## config.mk

```make
export PLATFORM = sky130hd
export DESIGN_NAME = video_timing_gen_flat
export DESIGN_NICKNAME = d
export VERILOG_FILES = /design/src/rtl/video_timing_gen_if.sv /design/src/rtl/video_timing_gen.sv /design/src/flat_wrapper.sv
export SDC_FILE = /design/constraint.sdc
export NUM_CORES = 1
export LEC_CHECK = 0
export CAP_MARGIN = 20
export CORE_AREA = 2 2 69 98
export DETAILED_ROUTE_END_ITERATION = 8
export DIE_AREA = 0 0 71 100
export GPL_TIMING_DRIVEN = 0
export SYNTH_ARGS = -nofsm -noshare
export SYNTH_HDL_FRONTEND = slang
export SYNTH_SLANG_ARGS = --single-unit
export TNS_END_PERCENT = 100
```

## constraint.sdc

```tcl
create_clock -name clk -period 3.5 [get_ports clk]
set_input_delay 0.35 -clock clk [delete_from_list [all_inputs] [get_ports clk]]
set_output_delay 0.35 -clock clk [all_outputs]
set_load 0.01 [all_outputs]
```

## src/rtl/video_timing_gen_if.sv

```systemverilog
// video_timing_gen_if: pixel-source request/response and video output bundle.
interface video_timing_gen_if #(
   parameter int IN_BITS  = 8,
   parameter int OUT_BITS = 2
);
   logic                pix_ce;
   logic [10:0]         pix_x;
   logic [9:0]          pix_y;
   logic                pix_req;
   logic [IN_BITS-1:0]  pix_r, pix_g, pix_b;
   logic                hsync, vsync, de, frame_start;
   logic [OUT_BITS-1:0] red, green, blue;
   modport master (
      output pix_ce, pix_x, pix_y, pix_req, hsync, vsync, de, red, green, blue, frame_start,
      input  pix_r, pix_g, pix_b
   );
   modport slave (
      input  pix_ce, pix_x, pix_y, pix_req, hsync, vsync, de, red, green, blue, frame_start,
      output pix_r, pix_g, pix_b
   );
endinterface

```

## src/rtl/video_timing_gen.sv

```systemverilog
// video_timing_gen: programmable sync/DE timing with latency-matched, quantised RGB from an external pixel source.
module video_timing_gen #(
   parameter int CLK_DIV  = 8,
   parameter int H_ACTIVE = 200,
   parameter int H_FP     = 14,
   parameter int H_SYNC   = 30,
   parameter int H_BP     = 17,
   parameter int V_ACTIVE = 160,
   parameter int V_FP     = 0,
   parameter int V_SYNC   = 2,
   parameter int V_BP     = 6,
   parameter bit HS_POL   = 1'b0,
   parameter bit VS_POL   = 1'b0,
   parameter int PIX_LAT  = 2,
   parameter int IN_BITS  = 8,
   parameter int OUT_BITS = 2
) (
   input logic clk,
   input logic rst,
   input logic en,
   video_timing_gen_if.master vif
);
   localparam int H_TOTAL = H_ACTIVE + H_FP + H_SYNC + H_BP;
   localparam int V_TOTAL = V_ACTIVE + V_FP + V_SYNC + V_BP;
   localparam int DW      = CLK_DIV > 1 ? $clog2(CLK_DIV) : 1;
   localparam int S       = IN_BITS - OUT_BITS;
   localparam int RND     = S > 0 ? 2 ** (S - 1) : 0;
   localparam int QMAX    = 2 ** OUT_BITS - 1;
   logic [DW-1:0] div;
   logic [10:0]   h_cnt;
   logic [9:0]    v_cnt;
   logic          ce, h_end;
   logic [3:0]    s0, dl;
   function automatic logic [OUT_BITS-1:0] quant(input logic [IN_BITS-1:0] v);
      logic [IN_BITS:0] t;
      t = ({1'b0, v} + (IN_BITS+1)'(RND)) >> S;
      return t > (IN_BITS+1)'(QMAX) ? OUT_BITS'(QMAX) : t[OUT_BITS-1:0];
   endfunction
   assign ce          = en && div == DW'(CLK_DIV - 1);
   assign h_end       = h_cnt == 11'(H_TOTAL - 1);
   assign vif.pix_ce  = ce;
   assign vif.pix_x   = h_cnt;
   assign vif.pix_y   = v_cnt;
   assign vif.pix_req = h_cnt < 11'(H_ACTIVE) && v_cnt < 10'(V_ACTIVE);
   // stage-0 flags carry "active" meaning; polarity is applied only at the output register
   assign s0 = {h_cnt >= 11'(H_ACTIVE + H_FP) && h_cnt < 11'(H_ACTIVE + H_FP + H_SYNC),
                v_cnt >= 10'(V_ACTIVE + V_FP) && v_cnt < 10'(V_ACTIVE + V_FP + V_SYNC),
                vif.pix_req,
                h_cnt == 11'd0 && v_cnt == 10'd0};
   always_ff @(posedge clk or posedge rst)
      if (rst) begin
         div   <= '0;
         h_cnt <= '0;
         v_cnt <= '0;
      end else if (en) begin
         div <= ce ? '0 : div + 1'b1;
         if (ce) begin
            h_cnt <= h_end ? '0 : h_cnt + 1'b1;
            if (h_end) v_cnt <= v_cnt == 10'(V_TOTAL - 1) ? '0 : v_cnt + 1'b1;
         end
      end
   generate
      if (PIX_LAT == 0) begin : g_nolat
         assign dl = s0;
      end else begin : g_lat
         logic [3:0] pipe [PIX_LAT];
         always_ff @(posedge clk or posedge rst)
            if (rst) pipe <= '{default: '0};
            else if (ce) begin
               pipe[0] <= s0;
               for (int i = 1; i < PIX_LAT; i++) pipe[i] <= pipe[i-1];
            end
         assign dl = pipe[PIX_LAT-1];
      end
   endgenerate
   always_ff @(posedge clk or posedge rst)
      if (rst) begin
         vif.hsync       <= ~HS_POL;
         vif.vsync       <= ~VS_POL;
         vif.de          <= 1'b0;
         vif.red         <= '0;
         vif.green       <= '0;
         vif.blue        <= '0;
         vif.frame_start <= 1'b0;
      end else begin
         vif.frame_start <= ce && dl[0];
         if (ce) begin
            vif.hsync <= dl[3] ^ ~HS_POL;
            vif.vsync <= dl[2] ^ ~VS_POL;
            vif.de    <= dl[1];
            vif.red   <= dl[1] ? quant(vif.pix_r) : '0;
            vif.green <= dl[1] ? quant(vif.pix_g) : '0;
            vif.blue  <= dl[1] ? quant(vif.pix_b) : '0;
         end
      end
endmodule

```

## src/flat_wrapper.sv

```systemverilog
// flat-port wrapper written by rule: the top's interface ports become plain ports
module video_timing_gen_flat 
#(
   parameter int CLK_DIV  = 8,
   parameter int H_ACTIVE = 200,
   parameter int H_FP     = 14,
   parameter int H_SYNC   = 30,
   parameter int H_BP     = 17,
   parameter int V_ACTIVE = 160,
   parameter int V_FP     = 0,
   parameter int V_SYNC   = 2,
   parameter int V_BP     = 6,
   parameter bit HS_POL   = 1'b0,
   parameter bit VS_POL   = 1'b0,
   parameter int PIX_LAT  = 2,
   parameter int IN_BITS  = 8,
   parameter int OUT_BITS = 2
)
  (clk, rst, en, vif_pix_ce, vif_pix_x, vif_pix_y, vif_pix_req, vif_hsync, vif_vsync, vif_de, vif_red, vif_green, vif_blue, vif_frame_start, vif_pix_r, vif_pix_g, vif_pix_b);
  video_timing_gen_if #(.IN_BITS(IN_BITS), .OUT_BITS(OUT_BITS)) vif_i ();
  input logic clk;
  input logic rst;
  input logic en;
  output wire logic [$bits(vif_i.pix_ce)-1:0] vif_pix_ce;
  output wire logic [$bits(vif_i.pix_x)-1:0] vif_pix_x;
  output wire logic [$bits(vif_i.pix_y)-1:0] vif_pix_y;
  output wire logic [$bits(vif_i.pix_req)-1:0] vif_pix_req;
  output wire logic [$bits(vif_i.hsync)-1:0] vif_hsync;
  output wire logic [$bits(vif_i.vsync)-1:0] vif_vsync;
  output wire logic [$bits(vif_i.de)-1:0] vif_de;
  output wire logic [$bits(vif_i.red)-1:0] vif_red;
  output wire logic [$bits(vif_i.green)-1:0] vif_green;
  output wire logic [$bits(vif_i.blue)-1:0] vif_blue;
  output wire logic [$bits(vif_i.frame_start)-1:0] vif_frame_start;
  input wire logic [$bits(vif_i.pix_r)-1:0] vif_pix_r;
  input wire logic [$bits(vif_i.pix_g)-1:0] vif_pix_g;
  input wire logic [$bits(vif_i.pix_b)-1:0] vif_pix_b;
  assign vif_pix_ce = vif_i.pix_ce;
  assign vif_pix_x = vif_i.pix_x;
  assign vif_pix_y = vif_i.pix_y;
  assign vif_pix_req = vif_i.pix_req;
  assign vif_hsync = vif_i.hsync;
  assign vif_vsync = vif_i.vsync;
  assign vif_de = vif_i.de;
  assign vif_red = vif_i.red;
  assign vif_green = vif_i.green;
  assign vif_blue = vif_i.blue;
  assign vif_frame_start = vif_i.frame_start;
  assign vif_i.pix_r = vif_pix_r;
  assign vif_i.pix_g = vif_pix_g;
  assign vif_i.pix_b = vif_pix_b;
  video_timing_gen #(.CLK_DIV(CLK_DIV), .H_ACTIVE(H_ACTIVE), .H_FP(H_FP), .H_SYNC(H_SYNC), .H_BP(H_BP), .V_ACTIVE(V_ACTIVE), .V_FP(V_FP), .V_SYNC(V_SYNC), .V_BP(V_BP), .HS_POL(HS_POL), .VS_POL(VS_POL), .PIX_LAT(PIX_LAT), .IN_BITS(IN_BITS), .OUT_BITS(OUT_BITS)) u_core (.clk(clk), .rst(rst), .en(en), .vif(vif_i));
endmodule
```

After elaboration in Yosys (flattened, before gate mapping) --
Index checks and enable logic that the tools add are counted.
Word-level totals: bits in registers 42, input bits 27, output and inout bits 33, logic and storage cells 51
Operators by class: $add $sub $neg 6, $lt $le $gt $ge 9, equality and inequality tests 3, multiplexer cells 9, bitwise operators 2, reductions and logical operators 10
Operators with widths (number):
- 8-bit by 6-bit adder with 9-bit output, second input constant | 3
- 11-bit by 8-bit < comparator with 1-bit output, second input constant | 2
- 10-bit by 8-bit < comparator with 1-bit output, second input constant | 2
- 2-bit 2-to-1 mux | 6
- 11-bit by 1-bit adder with 11-bit output, second input constant | 1
- 11-bit by 9-bit == test with 1-bit output, second input constant | 1
- 11-bit by 8-bit greater-or-equal comparator with 1-bit output, second input constant | 1
- 11-bit logical NOT | 1
- 11-bit 2-to-1 mux | 1
- 10-bit by 1-bit adder with 10-bit output, second input constant | 1
- 10-bit by 8-bit == test with 1-bit output, second input constant | 1
- 10-bit by 8-bit greater-or-equal comparator with 1-bit output, second input constant | 1
- 10-bit logical NOT | 1
- 10-bit 2-to-1 mux | 1
- 3-bit by 2-bit greater-than comparator with 1-bit output, second input constant | 3
- 1-bit logical AND | 6
- 3-bit by 1-bit adder with 3-bit output, second input constant | 1
- 3-bit == test, second input constant | 1
- 3-bit 2-to-1 mux | 1
- 3-bit AND reduction | 1
- 1-bit NOT | 2
- 2-bit AND reduction | 1

Longest topological paths before layout --
depth after elaboration 4, depth in mapped cells 7, depth with buffers taken out 6

Worst setup path after synthesis --
Ideal clock, no wire load.
kind reg-to-reg, from register u_core.h_cnt[0], in the netlist u_core.vif.pix_x[0], to register u_core.v_cnt[8], in the netlist u_core.vif.pix_y[8], library setup time 0.128 ns, data arrival time 1.472 ns, data required time 3.372 ns, slack 1.899 ns, cell stages (with the launch flop) 8, path buffers 1, period minus slack after synthesis 1.601 ns, cells stage by stage dfrtp_1 > inv_1 > ha_1 > nor3b_4 > and4_1 > buf_6 > nand4_1 > xnor2_1
On the way: cells in the longest elaborated chain, start to end 2
RTL lines:
- start, declared | line video_timing_gen.sv:30 | logic [10:0] h_cnt;
- start signal, assigned | line video_timing_gen.sv:58 | h_cnt <= h_end ? '0 : h_cnt + 1'b1;
- 11-bit by 9-bit == test with 1-bit output | line video_timing_gen.sv:40 | assign h_end = h_cnt == 11'(H_TOTAL - 1);
- 3-bit AND reduction (no line)
- end signal, assigned | line video_timing_gen.sv:59 | if (h_end) v_cnt <= v_cnt == 10'(V_TOTAL - 1) ? '0 : v_cnt + 1'b1;
- end, declared | line video_timing_gen.sv:31 | logic [9:0] v_cnt;
Every way passes these cells. A chain may end at the register's enable or synchronous reset.

Worst setup path after layout --
from register u_core.div[0], to output port vif_pix_ce
On the way: cells in the longest elaborated chain, start to end 2
RTL lines:
- start, declared | line video_timing_gen.sv:29 | logic [DW-1:0] div;
- start signal, assigned | line video_timing_gen.sv:56 | div <= ce ? '0 : div + 1'b1;
- 3-bit == test | line video_timing_gen.sv:39 | assign ce = en && div == DW'(CLK_DIV - 1);
- 1-bit logical AND | line video_timing_gen.sv:39
- end, declared | line flat_wrapper.sv:24 | output wire logic [$bits(vif_i.pix_ce)-1:0] vif_pix_ce;
Every way passes these cells.

==> impl_metrics.ini <==
[pwr]
total_power_w = 0.00121
swShare = 0.279
p_clk_frac = 0.305
switchingPower_w = 0.000337
internal_power_w = 0.000869
power_frac_comb = 0.214
power_leakage_nw = 1.23
power_density_nw_per_um2 = 436
pwr-share-seq = 0.481
max-vdd-ir-drop_mv = 0.201

[critical_path]
arrival_ps = 2260
crit_path_start_kind = flip-flop
path_class = flip-flop to primary output
critPathMaxFanout = 10
required_ps = 3150
worst_setup_path_end_kind = primary output

[cells_and_area]
drive_gt1_frac = 0.0882
layout.nets = 307
area_growth_syn_to_layout_pct = 30.2
nFillCells = 623
n_antenna_cell = 0

[cts]
clock-sinks = 42
cts-resized-gates = 0
root_buffer = clkbuf_8
hold_buffers = 0
post-cts-setup-buffers = 0
htreeDepth = 2
worstSkewPairLatency_ps = 300
clk_pin_slew_worst_paths_ps = 80
cts_buffers = 5
tritoncts = done
clk_path_buf_depth = 2

[yosys]
async_flop_share = 1.00
syn_inst = 220
synth-seq-cells = 42
syn_avg_cell_area_sq_um = 9.67
synth_nets = 256
ys_warn_count = 0
syn_area_sq_um = 2130
synth_edf_count = 0
yosysSeqAreaShare = 0.495
yosys.cell_types.count = 39
ys.flop_type = dfrtp_1

[drt]
routed_wl_um = 4860
drt-initial-drc-count = 81
viasPerCell = 5.17
drt_pass1_iterations = 4
vias = 1790
drc = 0
wl_per_cell_um = 14.1
drtAntennaViolNets = 0

[die]
die-height_um = 100
ios = 60
die_area_sq_um = 7100
start_util = 0.335
core_area_sq_um = 6350
fp.dieW_um = 71
row_count = 35

[global_routing]
overflow = 0
track_usage = 0.150
grt_pass1_vias = 1871
grt_max_degree = 43
antenna_found_initial = 0
grt_pass1_wl_um = 8630

[timing]
drv_slew = 0
fin_crit_sh = 0.746
worst_pin_slew_ps = 861
finalSetupViolCount = 0
fmax_ghz = 0.383
period_needed_ps = 2610
tns_ps = 0
finalHoldViolCount = 0
maxSlewHeadroom = 0.425
fin_skew_ps = 6.43
rsz0062_at_grt = false

[placement]
routabilityCongestion = 0.801
place_hpwl_um = 3450
portBuffers = 44

[outcome]
status = complete, no violations

[flow_run]
cap_viol_max_count = 0

[worst_hold_path]
hold_class = flip-flop to flip-flop
-- final cells by class --
type                       instances  area (sq um)  area share
sequential                        42          1050       0.380
multi-input combinational        160           988       0.357
timing repair buffer              44           440       0.159
clock buffer                       8           110      0.0397
tap                               74          92.6      0.0334
inverter                          12          45.0      0.0163
buffer                             6          40.0      0.0145
-- flip-flops by register name, indices dropped and copies added, names as in the netlist, 2 cells and up --
| register | count |
|---|---|
| u_core.div | 3 |
| u_core.dl | 4 |
| u_core.vif.pix_x | 11 |
| u_core.vif.green | 2 |
| u_core.vif.pix_y | 10 |
| u_core.g_lat.pipe | 4 |
| u_core.vif.red | 2 |
| u_core.vif.blue | 2 |
-- power by group through the flow --
| stage | Clock (W) | Combinational (W) | Sequential [W] |
|---|---|---|---|
| 2_1_floorplan | 0 | 0.000133 | 0.000595 |
| 3_3_place_gp | 0 | 0.000254 | 0.000586 |
| 3_5_place_dp | 0 | 0.000258 | 0.000588 |
| 4_1_cts | 0.000374 | 0.000262 | 0.000579 |
| 5_1_grt | 0.000394 | 0.000288 | 0.000587 |
| 6_report | 0.000369 | 0.000258 | 0.000580 |
-- kinds of logic (layout without fill, tap and decap cells) --
logic type / after synthesis / in the layout / share of synthesized area
and+or+nand+nor: 93 / 93 / 0.235
AOI/OAI and AO/OA: 45 / 45 / 0.121
DFF: 42 / 42 / 0.495
buffers and inverters: 18 / 70 / 0.0400
xor gates and xnor gates: 10 / 10 / 0.0412
adders and majority gates: 9 / 9 / 0.0529
muxes: 3 / 3 / 0.0153
-- layout by cell type, fill, tap and decap left out, types with 2 or more instances in the layout --
master | Yosys | final
clkdlybuf4s50_1 | 0 | 44
nand2_1 | 41 | 41
dfrtp_1 | 40 | 40
o21ai_0 | 19 | 19
nand3_1 | 15 | 15
inv_1 | 12 | 11
xnor2_1 | 9 | 9
a21oi_1 | 9 | 9
ha_1 | 9 | 9
clkbuf_8 | 0 | 8
nand4_1 | 7 | 7
and3_1 | 6 | 6
a31oi_1 | 6 | 6
nor2_1 | 5 | 5
o31ai_1 | 4 | 4
or3_1 | 3 | 3
nor3_1 | 3 | 3
o21ai_1 | 3 | 3
mux2_2 | 2 | 2
a22o_1 | 2 | 2
buf_6 | 2 | 2
and4_1 | 2 | 2
clkbuf_1 | 2 | 2
dfstp_2 | 2 | 2
-- critical path: stages, from the launching register on --
cell and delay (ps):
dfrtp_1 360, ha_1 150, ha_1 240, nand2_1 200
inv_1 190, buf_2 240, clkdlybuf4s50_1 570
-- layer usage --
layer | global-route usage | vias up | routed length (um)
met5 | 0 | - | 0
met4 | 0.0537 | 0 | 42
met3 | 0.0281 | 5 | 206
met2 | 0.270 | 45 | 2490
met1 | 0.177 | 863 | 2130
li1 | - | 877 | -
-- stage by stage --
stage / instance area, sq um / setup WS (ps) / util / instances / hold WS [ps]
after detailed placement: 2660 / 1010 / 0.419 / 338 / 429
after floorplan: 2130 / 1900 / - / 220 / 405
after global placement: 2660 / 1030 / 0.419 / 338 / 422
after CTS: 2770 / 869 / 0.436 / 346 / 440
final: 2770 / 889 / 0.436 / 346 / 436
after global routing: 2770 / 738 / 0.436 / 346 / 466
-- path summary, 6_finish.rpt --
path                                                 from                               to  slack (ps)  depth (start not counted)
worst min-delay path             u_core.dl[3]$_DFFE_PP0P_     u_core.vif.hsync$_DFFE_PP1P_         440                          1
min in group asynchronous                             rst   u_core.vif.blue[0]$_DFFE_PP0P_         550                          2
worst max-delay path            u_core.div[0]$_DFFE_PP0P_                       vif_pix_ce         890                          6
max in group asynchronous                             rst  u_core.vif.pix_x[5]$_DFFE_PP0P_        2400                          2
worst min register to register   u_core.dl[3]$_DFFE_PP0P_     u_core.vif.hsync$_DFFE_PP1P_         440                          1
worst max register to register  u_core.div[0]$_DFFE_PP0P_  u_core.vif.pix_y[5]$_DFFE_PP0P_        1690                          6
-- Yosys cell counts, types with 2 or more instances --
master	n	area (sq um)
buf_6	2	22.5
inv_1	12	45.0
nor2_1	5	18.8
dfstp_2	2	52.6
nand3_1	15	75.1
nand2_1	41	154
and4_1	2	17.5
xnor2_1	9	78.8
a21oi_1	9	45.0
a31oi_1	6	37.5
dfrtp_1	40	1000
o21ai_1	3	15.0
or3_1	3	18.8
nand4_1	7	43.8
nor3_1	3	15.0
o21ai_0	19	95.1
o31ai_1	4	30.0
clkbuf_1	2	7.51
a22o_1	2	17.5
and3_1	6	37.5
mux2_2	2	22.5
ha_1	9	113
Note: power is estimated with default switching activity, not from simulation.
